<file path="src/rtl/fetch_unit.sv">
// Instruction fetch with a 2-entry {PC, instr} queue toward decode.
// Optional halt-on-all-ones via `define FETCH_HALT_EN.
module fetch_unit #(
  parameter logic [31:0] RESET_PC = 32'h0000_0000
) (
  input  logic        Clk,
  input  logic        Clear,
  output logic [31:0] ReadPC,
  input  logic [31:0] MemInstr,
  input  logic        BranchEn,
  input  logic [31:0] BranchTarget,
  input  logic        Ready,
  output logic        Valid,
  output logic [31:0] InstrOut,
  output logic [31:0] PCOut,
  output logic        Halted
);

`ifdef FETCH_HALT_EN
  typedef enum logic [1:0] {
    IDLE, RUN, HALT
  } state_t;
`else
  typedef enum logic [1:0] {
    IDLE, RUN
  } state_t;
`endif

  state_t      state_q;
  logic [9:0]  pc_q;
  logic [1:0]  cnt_q;
  logic [9:0]  pc0_q, pc1_q;
  logic [31:0] ins0_q, ins1_q;
  logic        push, pop;
  logic        unused_tgt;

  assign unused_tgt = ^BranchTarget[31:10];

  assign ReadPC   = {22'd0, pc_q};
  assign Valid    = (cnt_q != 2'd0);
  assign InstrOut = ins0_q;
  assign PCOut    = {22'd0, pc0_q};

  // a full queue may still fetch when decode drains the head
  always_comb begin
    pop  = Valid && Ready;
    push = !BranchEn && (state_q == RUN)
           && ((cnt_q != 2'd2) || Ready);
  end

`ifdef FETCH_HALT_EN
  logic halted_q;
  assign Halted = halted_q;
`else
  assign Halted = 1'b0;
`endif

  always_ff @(posedge Clk or negedge Clear) begin
    if (!Clear) begin
      state_q <= IDLE;
      pc_q    <= RESET_PC[9:0];
      cnt_q   <= 2'd0;
      pc0_q   <= 10'd0;
      pc1_q   <= 10'd0;
      ins0_q  <= 32'd0;
      ins1_q  <= 32'd0;
`ifdef FETCH_HALT_EN
      halted_q <= 1'b0;
`endif
    end else if (BranchEn) begin
      state_q <= RUN;
      pc_q    <= BranchTarget[9:0];
      cnt_q   <= 2'd0;
`ifdef FETCH_HALT_EN
      halted_q <= 1'b0;
`endif
    end else begin
      case (state_q)
        IDLE: state_q <= RUN;
`ifdef FETCH_HALT_EN
        RUN: begin
          if (push && (MemInstr == 32'hFFFF_FFFF)) begin
            state_q  <= HALT;
            halted_q <= 1'b1;
          end
        end
`endif
        default: ;
      endcase

      if (push) pc_q <= pc_q + 10'd1;

      case (cnt_q)
        2'd0: begin
          if (push) begin
            pc0_q  <= pc_q;
            ins0_q <= MemInstr;
            cnt_q  <= 2'd1;
          end
        end
        2'd1: begin
          if (push && pop) begin
            pc0_q  <= pc_q;
            ins0_q <= MemInstr;
          end else if (push) begin
            pc1_q  <= pc_q;
            ins1_q <= MemInstr;
            cnt_q  <= 2'd2;
          end else if (pop) begin
            cnt_q  <= 2'd0;
          end
        end
        default: begin
          if (pop) begin
            pc0_q  <= pc1_q;
            ins0_q <= ins1_q;
            if (push) begin
              pc1_q  <= pc_q;
              ins1_q <= MemInstr;
            end else begin
              cnt_q  <= 2'd1;
            end
          end
        end
      endcase
    end
  end

endmodule

</file>
<file path="config.mk">
export PLATFORM = sky130hd
export DESIGN_NAME = fetch_unit
export DESIGN_NICKNAME = d
export VERILOG_FILES = /design/src/rtl/fetch_unit.sv
export SDC_FILE = /design/constraint.sdc
export NUM_CORES = 1
export LEC_CHECK = 0
export CORE_MARGIN = 5
export CORE_UTILIZATION = 50
export CTS_BUF_LIST = sky130_fd_sc_hd__clkbuf_8
export DETAILED_ROUTE_END_ITERATION = 8
export DONT_BUFFER_PORTS = 1
export PLACE_DENSITY = 0.66
export SETUP_SLACK_MARGIN = 0.5
export SKIP_CTS_REPAIR_TIMING = 1
export SLEW_MARGIN = 20
export SYNTH_ARGS = -nofsm -noshare
export SYNTH_HDL_FRONTEND = slang
export SYNTH_SLANG_ARGS = --single-unit
</file>
<file path="constraint.sdc">
create_clock -name Clk -period 2 [get_ports Clk]
set_input_delay 0.4 -clock Clk [delete_from_list [all_inputs] [get_ports Clk]]
set_output_delay 0.4 -clock Clk [all_outputs]
set_load 0.01 [all_outputs]
</file>
==> reports/results.txt <==
area leader, netlist = dfrtp_1
CP top delay family = compound AO/OA/AOI/OAI gates
final hold violation count = 97
Power Density = 951 mW/mm^2
Gate Count Post-Synth = 400
I/O pins = 166
CTS max path bufs = 2
failing checks = negative hold slack
RSZ-0062 raised after global routing = true
Die H = 106 um
GRT overflow = 0
CP endpoint kind = flip-flop
RR Startpoint = cnt_q[0]
core area = 0.00911 mm^2
Worst Path Required = 2.24 ns
Final Wtd Congestion = 0.789
max-slew violation count = 0
Distinct cells, synth = 34
final worst path period share = 0.818
CTS sink count = 97
post-synth top area share = 0.528
clk root buf = clkbuf_8
nets@finish = 488
share of cells above drive strength 1 = 0.262
n_diodes = 0
initial core utilization = 0.505
Critical-path top delay cell = or3b_4
Core Util, Final = 0.593
cell with the most instances after synthesis = dfrtp_1
status = complete, but fails checks
VDD IR max = 0.391 mV
first-pass GRT wire length = 14.1 mm
synth warn = 0
Async SR Flop Fraction = 1.00
IO buf count = 0
Die Width = 106 um
FF-to-FF setup slack = 0.36 ns
row count = 35
detailed-route wire length per cell = 21.1 um
Syn Area/Cell = 11.5 um^2
Via Count = 3,009
fin crit period = 1.64 ns
Hold Path Class = primary input to asynchronous set/reset pin
Final Hold Slack = -0.280 ns
vias per std cell = 5.62
vias in the first global route = 2,633
DR iter-0 viols = 136
register area share after synthesis = 0.528
Num CTS Buffers = 9
Synth-to-Final Area Change = 17.5%
final antenna-violating net count = 0
Comb power frac = 0.185
drc violations = 0
largest cells by area after synthesis = dfrtp_1, mux2_2, mux2i_1
crit path kind = flip-flop to flip-flop
initial antenna violation count = 0
WP data arrival = 1.87 ns
Fmax = 0.612 GHz
ys flop type = dfrtp_1
Clk Latency, worst-skew pair = 0.36 ns
Setup TNS Final = 0 ns
number of max-cap violations = 0
largest net degree at the start of global routing = 98
sequential power share = 0.557
Sw Share = 0.291
clk slew on worst S/H paths = 0.10 ns
P_sw = 0.00150 W
Seq cells post-synth = 97
part of the power in the clock network = 0.258
CTS H-Tree Depth = 3
Lkg Pwr = 2.38 nW
Mapped Area = 0.00460 mm^2
Pint = 0.00364 W
HPWL Detailed = 5.96 mm
overall routing resource usage = 0.159
Critical Path Fanout Max = 9
wirelength, routed = 11.3 mm
crit start category = flip-flop
Die Area = 0.0112 mm^2
WP buf/inv = 0
drt first pass iters = 4
Post-synth EDFFs = 0
Post-synth top cells = dfrtp_1, nand2_1, buf_4
Setup Viol. Count Final = 0
CTS tree = yes
crit path cell chain = or3b_4 > a31o_1 > a221o_1
skew final = 0.0101 ns
Critical Path Max Stage Delay = 0.50 ns
Crit. Startpoint = cnt_q[0]
final cells by class:
type / count / area (um^2)
Clock buffer: 10 / 138
Clock inverter: 6 / 67.6
Fill cell: 737 / 3700
Inverter: 2 / 7.51
Multi-Input combinational cell: 275 / 2000
Sequential cell: 97 / 2440
Tap cell: 111 / 139
Timing Repair Buffer: 34 / 613
per-stage QoR:
stage / power (W) / worst slack [ns] / hold slack (ns) / cell area (um^2) / cells
3_5_place_dp: 0.00362 / 0.350 / 0.106 / 4590 / 493
3_3_place_gp: 0.00356 / 0.383 / 0.107 / 4590 / 493
4_1_cts: 0.00493 / 0.197 / -0.301 / 4790 / 509
6_report: 0.00514 / 0.365 / -0.280 / 5400 / 535
5_1_grt: 0.00542 / 0.342 / -0.312 / 5400 / 535
2_1_floorplan: 0.00349 / 0.369 / 0.104 / 4840 / 444
state kept, by name, indices dropped and copies added, names as in the netlist:
signal,flops
cnt_q,2
pc0_q,10
state_q,1
ins1_q,32
InstrOut,32
pc_q,10
pc1_q,10
metal layers:
metal | share of wire | vias up | GRT usage
li1 | - | 1340 | -
met1 | 0.45 | 1541 | 0.206
met2 | 0.47 | 112 | 0.248
met3 | 0.068 | 16 | 0.0455
met4 | 0.019 | 0 | 0.0694
met5 | 0 | - | 0
cell usage in the layout (no fill, tap or decap), types with 2 or more instances in the layout:
cell,instances
nand3_1,2
conb_1,46
a31o_1,4
clkinvlp_4,2
dfrtp_1,89
buf_8,5
mux2i_1,43
nand4_1,2
buf_4,6
buf_6,4
mux2_2,17
nand2_1,50
clkinv_4,2
clkbuf_16,12
mux2_4,25
inv_1,2
nand3_2,2
a31oi_1,2
dfrtp_2,8
o21ai_0,30
nor2_1,5
nor3b_1,2
o21ai_1,16
a221o_1,7
nor3_1,5
clkbuf_8,10
buf_12,6
power groups by stage:
stage | combinational (W) | clock [W] | sequential, W
finish | 0.000948 | 0.00133 | 0.00286
global route | 0.00104 | 0.00146 | 0.00293
CTS | 0.000726 | 0.00135 | 0.00285
detailed placement | 0.000724 | 0 | 0.00289
global placement | 0.000694 | 0 | 0.00286
floorplan | 0.000711 | 0 | 0.00278
path summary, 6_finish.rpt:
check | end | cells past startpoint
max | pc_q[6] | 3
min | InstrOut[19] | 0
max reg2reg | pc_q[6] | 3
min reg2reg | ins1_q[6] | 1
max in group asynchronous | pc_q[6] | 0
min in group Clk | cnt_q[0] | 1
kinds of logic after synthesis:
family | after synthesis | synth area share
muxes | 85 | 0.196
adders and majority gates | 1 | 0.00272
other | 2 | 0.00163
and+or+nand+nor | 77 | 0.0735
AOI/OAI and AO/OA | 66 | 0.0900
DFF | 97 | 0.528
buffers and inverters | 72 | 0.108
Note: power is estimated with default switching activity, not from simulation.
